$ cat src/rtl/wb_arbiter.sv
// Writeback port arbiter: the pipe always owns the RF write port; multi-cycle results wait in a small FIFO.
// Latency: pipe write -> rf_* next cycle; buffered result -> rf_* no earlier than 2 cycles after accept.
// Backpressure: mc_ready drops when the buffer is full (no credit for a same-cycle drain).
//
// Ports:
//   clk, reset (synchronous, active-low)
//   pipe_we/pipe_rd/pipe_data : writeback stage write request (rd 0 means "no write")
//   mc_valid/mc_rd/mc_data    : multi-cycle unit result, accepted when mc_ready=1
//   rf_we/rf_rd/rf_data/rf_src: registered register-file write (rf_src 1 = from buffer)
//   stall_req                 : asks the hazard logic for a writeback bubble (starvation relief)
//   busy                      : buffer non-empty
//
// Optional feature macro WB_ARBITER_STARVE_EN: adds the loss counter, the FORCE state and
// stall_req. Without it stall_req is tied low and the head waits for a free cycle indefinitely.

module wb_arbiter #(
    parameter int DEPTH        = 2,
    parameter int STARVE_LIMIT = 4
) (
    input  logic        clk,
    input  logic        reset,
    input  logic        pipe_we,
    input  logic [4:0]  pipe_rd,
    input  logic [31:0] pipe_data,
    input  logic        mc_valid,
    input  logic [4:0]  mc_rd,
    input  logic [31:0] mc_data,
    output logic        mc_ready,
    output logic        rf_we,
    output logic [4:0]  rf_rd,
    output logic [31:0] rf_data,
    output logic        rf_src,
    output logic        stall_req,
    output logic        busy
);

    localparam int PTR_W = (DEPTH > 1) ? $clog2(DEPTH) : 1;
    localparam int CNT_W = $clog2(DEPTH + 1);

    localparam logic [CNT_W-1:0] DEPTH_C  = CNT_W'(DEPTH);
    localparam logic [CNT_W-1:0] ONE_C    = CNT_W'(1);
    localparam logic [PTR_W-1:0] LAST_PTR = PTR_W'(DEPTH - 1);

    // An out-of-range configuration never accepts a result, so the mistake
    // shows up immediately as a hung multi-cycle unit instead of silent corruption.
    localparam bit CFG_OK = (DEPTH >= 1) && (DEPTH <= 4) &&
                            (STARVE_LIMIT >= 1) && (STARVE_LIMIT <= 15);

`ifdef WB_ARBITER_STARVE_EN
    typedef enum logic [1:0] {
        IDLE  = 2'd0,
        WAIT  = 2'd1,
        FORCE = 2'd2
    } state_t;
`else
    typedef enum logic [1:0] {
        IDLE  = 2'd0,
        WAIT  = 2'd1
    } state_t;
`endif

    // ------------------------------------------------------------------
    // Result buffer
    // ------------------------------------------------------------------
    logic [4:0]       buf_rd   [DEPTH];
    logic [31:0]      buf_data [DEPTH];
    logic [PTR_W-1:0] wr_ptr;
    logic [PTR_W-1:0] rd_ptr;
    logic [CNT_W-1:0] count;

    logic             pipe_use;
    logic             head_vld;
    logic             accept;
    logic             drain;
    logic             last_out;
    logic [4:0]       head_rd;
    logic [31:0]      head_data;

    state_t           state;
    state_t           state_nxt;

    function automatic logic [PTR_W-1:0] ptr_inc(input logic [PTR_W-1:0] p);
        return (p == LAST_PTR) ? '0 : p + PTR_W'(1);
    endfunction

    // A pipe write to x0 is not a write, so it leaves the port free for the buffer.
    assign pipe_use  = pipe_we && (pipe_rd != 5'd0);
    assign head_vld  = (count != '0);
    assign mc_ready  = CFG_OK && reset && (count < DEPTH_C);
    assign accept    = mc_valid && mc_ready;
    assign drain     = head_vld && !pipe_use;
    // The buffer empties at this edge: only entry leaves and nothing refills it.
    assign last_out  = drain && (count == ONE_C) && !accept;
    assign head_rd   = buf_rd[rd_ptr];
    assign head_data = buf_data[rd_ptr];
    assign busy      = head_vld;

    // Storage needs no reset: count alone says which slots are live.
    always_ff @(posedge clk) begin
        if (accept) begin
            buf_rd[wr_ptr]   <= mc_rd;
            buf_data[wr_ptr] <= mc_data;
        end
    end

    always_ff @(posedge clk) begin
        if (!reset) begin
            wr_ptr <= '0;
            rd_ptr <= '0;
            count  <= '0;
        end else begin
            if (accept) begin
                wr_ptr <= ptr_inc(wr_ptr);
            end
            if (drain) begin
                rd_ptr <= ptr_inc(rd_ptr);
            end
            // Simultaneous accept and drain leaves the occupancy unchanged.
            case ({accept, drain})
                2'b10:   count <= count + ONE_C;
                2'b01:   count <= count - ONE_C;
                default: count <= count;
            endcase
        end
    end

    // ------------------------------------------------------------------
    // Register-file write port
    // ------------------------------------------------------------------
    // A drained head with rd 0 is simply discarded: rf_we drops and the
    // address/data/source registers keep their previous values.
    always_ff @(posedge clk) begin
        if (!reset) begin
            rf_we   <= 1'b0;
            rf_rd   <= 5'd0;
            rf_data <= 32'd0;
            rf_src  <= 1'b0;
        end else if (pipe_use) begin
            rf_we   <= 1'b1;
            rf_rd   <= pipe_rd;
            rf_data <= pipe_data;
            rf_src  <= 1'b0;
        end else if (drain && (head_rd != 5'd0)) begin
            rf_we   <= 1'b1;
            rf_rd   <= head_rd;
            rf_data <= head_data;
            rf_src  <= 1'b1;
        end else begin
            rf_we   <= 1'b0;
        end
    end

    // ------------------------------------------------------------------
    // Starvation tracking
    // ------------------------------------------------------------------
`ifdef WB_ARBITER_STARVE_EN
    localparam logic [3:0] LIMIT_C = 4'(STARVE_LIMIT);

    logic [3:0] loss_cnt;
    logic [3:0] loss_cnt_nxt;

    // While a head exists every cycle is either a drain or a loss to the pipe.
    always_comb begin
        loss_cnt_nxt = loss_cnt;
        if (drain) begin
            loss_cnt_nxt = 4'd0;
        end else if (head_vld && pipe_use && (loss_cnt != 4'hF)) begin
            loss_cnt_nxt = loss_cnt + 4'd1;
        end
    end

    always_ff @(posedge clk) begin
        if (!reset) begin
            loss_cnt <= 4'd0;
        end else begin
            loss_cnt <= loss_cnt_nxt;
        end
    end
`endif

    always_ff @(posedge clk) begin
        if (!reset) begin
            state <= IDLE;
        end else begin
            state <= state_nxt;
        end
    end

    always_comb begin
        state_nxt = state;
        unique case (state)
            IDLE: begin
                if (accept) begin
                    state_nxt = WAIT;
                end
            end
            WAIT: begin
                if (last_out) begin
                    state_nxt = IDLE;
`ifdef WB_ARBITER_STARVE_EN
                end else if (loss_cnt_nxt >= LIMIT_C) begin
                    state_nxt = FORCE;
`endif
                end
            end
`ifdef WB_ARBITER_STARVE_EN
            // The pipe is asked to bubble until the starving head finally drains.
            FORCE: begin
                if (drain) begin
                    state_nxt = last_out ? IDLE : WAIT;
                end
            end
`endif
            default: begin
                state_nxt = IDLE;
            end
        endcase
    end

`ifdef WB_ARBITER_STARVE_EN
    assign stall_req = (state == FORCE);
`else
    assign stall_req = 1'b0;
`endif

endmodule

$ cat config.mk
export PLATFORM = sky130hd
export DESIGN_NAME = wb_arbiter
export DESIGN_NICKNAME = d
export VERILOG_FILES = /design/src/rtl/wb_arbiter.sv
export SDC_FILE = /design/constraint.sdc
export NUM_CORES = 1
export LEC_CHECK = 0
export CORE_AREA = 10 10 136 138
export CTS_BUF_LIST = sky130_fd_sc_hd__clkbuf_4 sky130_fd_sc_hd__clkbuf_8 sky130_fd_sc_hd__clkbuf_16
export DETAILED_ROUTE_END_ITERATION = 6
export DIE_AREA = 0 0 146 148
export PLACE_DENSITY_LB_ADDON = 0.15
export RECOVER_POWER = 25
export SLEW_MARGIN = 0
export SYNTH_ARGS = -nofsm -noshare
export SYNTH_HDL_FRONTEND = slang
export SYNTH_SLANG_ARGS = --single-unit
$ cat constraint.sdc
create_clock -name clk -period 3 [get_ports clk]
set_input_delay 0.9 -clock clk [delete_from_list [all_inputs] [get_ports clk]]
set_output_delay 0.9 -clock clk [all_outputs]
set_load 0.05 [all_outputs]
==> impl_metrics.xml <==
<?xml version="1.0" encoding="UTF-8"?>
<metrics>
  <group name="pwr">
    <metric name="powerDensity" unit="mW/mm²">886</metric>
    <metric name="max_ir_drop_vdd" unit="mV">0.429</metric>
    <metric name="cellLeakagePower" unit="µW">0.00229</metric>
  </group>
  <group name="layout">
    <metric name="mostFrequentLayoutCell" unit="">clkdlybuf4s50_1</metric>
    <metric name="multi_input_area" unit="mm²">0.00141</metric>
    <metric name="final_net_count" unit="">568</metric>
    <metric name="fin_util" unit="%">42.7</metric>
    <metric name="layout.cells.most_common_list" unit="">86 x clkdlybuf4s50_1, 74 x edfxtp_1, 43 x dfxtp_1</metric>
    <metric name="final_area" unit="mm²">0.00671</metric>
    <metric name="layout-drive-gt1-share" unit="%">11.0</metric>
    <metric name="seq_area" unit="mm²">0.00310</metric>
    <metric name="synth_to_layout_area_growth" unit="%">44.5</metric>
    <metric name="n_fill_cell" unit="">1467</metric>
  </group>
  <group name="critical_path">
    <metric name="worst_path_arrival_time" unit="ps">1920</metric>
    <metric name="setup.worst_path.class" unit="">in -&gt; out</metric>
    <metric name="crit_path_cell_trace" unit="">clkdlybuf4s50_1, nor2b_1, buf_12</metric>
    <metric name="startpoint_kind_of_the_worst_setup_timing_path" unit="">primary input</metric>
    <metric name="worst_r2r_path_depth" unit="">5</metric>
    <metric name="worstReg2RegEnd" unit="">rf_data[26]</metric>
    <metric name="worst_path_max_delay_cell" unit="">clkdlybuf4s50_1</metric>
    <metric name="reg2reg_setup_slack" unit="ps">640</metric>
    <metric name="critPathCaptureType" unit="">output pin</metric>
    <metric name="critical_path.startpoint" unit="">reset</metric>
    <metric name="required_time_at_the_endpoint_of_the_critical_path" unit="ps">2100</metric>
    <metric name="critical_path.max_stage_delay" unit="ps">510</metric>
    <metric name="critical_path_peak_fanout" unit="">3</metric>
    <metric name="crit_end" unit="">mc_ready</metric>
  </group>
  <group name="sta">
    <metric name="timing.fmax" unit="GHz">0.355</metric>
    <metric name="slew_headroom" unit="%">53.2</metric>
    <metric name="timing.final.setup_violations" unit="">0</metric>
    <metric name="timing_hold_violations_final" unit="">0</metric>
    <metric name="finalSetupTns" unit="ps">0</metric>
    <metric name="final_max_slew_viol_count" unit="">0</metric>
    <metric name="worst-slew-pin-transition" unit="ps">701</metric>
    <metric name="finalWorstSetupSlack" unit="ps">184</metric>
    <metric name="grt_setup_unrepaired" unit="">false</metric>
    <metric name="layout_min_cycle_time" unit="ps">2820</metric>
    <metric name="fin_skew" unit="ps">8.98</metric>
    <metric name="period_share" unit="%">93.9</metric>
    <metric name="whs" unit="ps">463</metric>
  </group>
  <group name="cts">
    <metric name="worst_skew_pair.late_latency" unit="ps">420</metric>
    <metric name="cts_htree_levels" unit="">4</metric>
    <metric name="cts_root_buffer" unit="">clkbuf_16</metric>
    <metric name="clk_transition_reported_paths" unit="ps">50</metric>
    <metric name="cts_setup_buffers" unit="">0</metric>
    <metric name="ctsHoldBuffers" unit="">0</metric>
    <metric name="cts_num_sinks" unit="">118</metric>
    <metric name="post_cts_resized" unit="">0</metric>
    <metric name="tritoncts" unit="">yes</metric>
    <metric name="clock_path_buffers" unit="">2</metric>
    <metric name="cts_inserted_buffers" unit="">17</metric>
  </group>
  <group name="synth">
    <metric name="postSynthCellCount" unit="">372</metric>
    <metric name="synth_async_sr_flop_share" unit="%">0</metric>
    <metric name="synth_seq_cells" unit="">118</metric>
    <metric name="synth_ff_type" unit="">edfxtp_1</metric>
    <metric name="synth.yosys.seq_area_share" unit="%">66.8</metric>
    <metric name="synthTopCellsByArea" unit="">edfxtp_1 48%, dfxtp_1 19%, a2111oi_0 7.0%</metric>
    <metric name="synth_largest_type_area_fraction" unit="%">47.8</metric>
    <metric name="netlist-cell-type-count" unit="">31</metric>
    <metric name="syn_nets" unit="">451</metric>
    <metric name="post_synth_instance_area" unit="mm²">0.00465</metric>
    <metric name="ys.warnings.count" unit="">0</metric>
    <metric name="post-synth-top-area-cell" unit="">edfxtp_1</metric>
    <metric name="syn_avg_cell_area" unit="µm²">12.5</metric>
    <metric name="number_of_synthesized_flops_with_an_enable_pin" unit="">74</metric>
  </group>
  <group name="floorplan">
    <metric name="dieWidth" unit="µm">146</metric>
    <metric name="initial_util" unit="%">29.6</metric>
    <metric name="floorplan.io_pins" unit="">120</metric>
    <metric name="num_rows" unit="">46</metric>
    <metric name="placeableCoreArea" unit="mm²">0.0157</metric>
    <metric name="design.die.area" unit="mm²">0.0216</metric>
    <metric name="fp.dieH" unit="µm">148</metric>
  </group>
  <group name="global_routing">
    <metric name="grtUsageTotal" unit="%">12.1</metric>
    <metric name="grt_antenna_before_repair" unit="">1</metric>
    <metric name="first_global_vias" unit="">3645</metric>
    <metric name="largest_net_degree_at_the_start_of_global_routing" unit="">46</metric>
    <metric name="grt_first_pass_wirelength" unit="µm">20200</metric>
    <metric name="grt_remaining_overflow" unit="">0</metric>
  </group>
  <group name="job">
    <metric name="max_cap_violations" unit="">0</metric>
  </group>
  <group name="route">
    <metric name="dr_total_vias" unit="">3374</metric>
    <metric name="antenna_violating_nets_post_route" unit="">0</metric>
    <metric name="routed_wire_length_per_instance" unit="µm">17.5</metric>
    <metric name="routed_wirelength" unit="µm">12600</metric>
    <metric name="number_of_drc_violations_after_detailed_routing_iteration_0" unit="">176</metric>
    <metric name="remaining_drc_errors" unit="">0</metric>
    <metric name="drt_first_pass_iters" unit="">4</metric>
    <metric name="drt-vias-per-instance" unit="">4.69</metric>
  </group>
  <group name="status">
    <metric name="run_status" unit="">finished, final reports clean</metric>
  </group>
  <group name="place">
    <metric name="dpl.hpwl" unit="µm">8600</metric>
    <metric name="place_ws" unit="ps">-70.2</metric>
    <metric name="detailed_place.area" unit="mm²">0.00609</metric>
    <metric name="place.port_buffers" unit="">118</metric>
    <metric name="routabilityCongestion" unit="">0.715</metric>
  </group>
  <group name="worst_hold_path">
    <metric name="min-delay-path-class" unit="">reg -&gt; reg</metric>
  </group>
</metrics>
## worst min path at each step
| stage | startpoint | cells past startpoint | endpoint |
|---|---|---|---|
| after floorplan | count[1] | 2 | count[1] |
| after global placement | rf_src | 2 | rf_src |
| after global routing | rf_src | 2 | rf_src |
| after CTS | rf_src | 2 | rf_src |
| final | rf_src | 2 | rf_src |
| after detailed placement | rf_src | 2 | rf_src |
## report_power, final
group | switching (µW) | internal, µW | total (µW)
Sequential | 137 | 1960 | 2090
Combinational | 1150 | 626 | 1780
Clock | 677 | 1400 | 2080
Total | 1970 | 3990 | 5950
## critical path: cells and delay by family
| family | cells | cell delay, ps |
|---|---|---|
| buf+inv | 2 | 690 |
| simple gates | 1 | 320 |
## per-stage QoR
step	std cells	power [µW]
2_1_floorplan	372	3270
3_3_place_gp	686	3920
3_5_place_dp	686	3940
4_1_cts	718	6050
5_1_grt	719	6260
6_report	719	5950
## cell type report
| class | count | share of cell area (%) |
|---|---|---|
| antenna | 1 | 0.0373 |
| clock buffer | 23 | 7.38 |
| clock inverter | 9 | 1.83 |
| inverter | 2 | 0.112 |
| multi-input combinational | 219 | 21.0 |
| sequential | 118 | 46.2 |
| tap | 216 | 4.03 |
| timing repair buffer | 131 | 19.3 |
## synthesized netlist by cell type (all sizes together), types with 2 or more instances
cell type   n
clkbuf     25
a21oi      42
a2111oi    37
xor2        2
nand2      38
buf         8
o21ai       2
inv         2
nor2        7
dfxtp      44
o31ai      37
edfxtp     74
or3         2
nor2b      38
## cells by family (layout without fill, tap and decap cells)
logic type / after synthesis / count (layout) / synth area share (%)
AOI/OAI and AO/OA: 122 / 122 / 18.6
xor gates and xnor gates: 3 / 3 / 0.566
adders and majority gates: 1 / 1 / 0.269
buffers and inverters: 35 / 165 / 3.47
DFF: 118 / 118 / 66.8
other: 1 / 2 / 0.0807
and+or+nand+nor: 92 / 92 / 10.3
## state kept, by name, summed over array words and instances, names as in the netlist, named ones only
register  flops
buf_rd       10
count         2
rf_src        1
rd_ptr        1
rf_rd         5
wr_ptr        1
buf_data     64
rf_we         1
rf_data      32
## per-layer routing
layer,wire [µm],vias up,track usage [%]
met4,212,0,5.11
li1,-,1662,-
met5,0,-,0
met2,5980,87,19.3
met1,5650,1608,14.1
met3,749,17,4.85
Note: power is estimated with default switching activity, not from simulation.
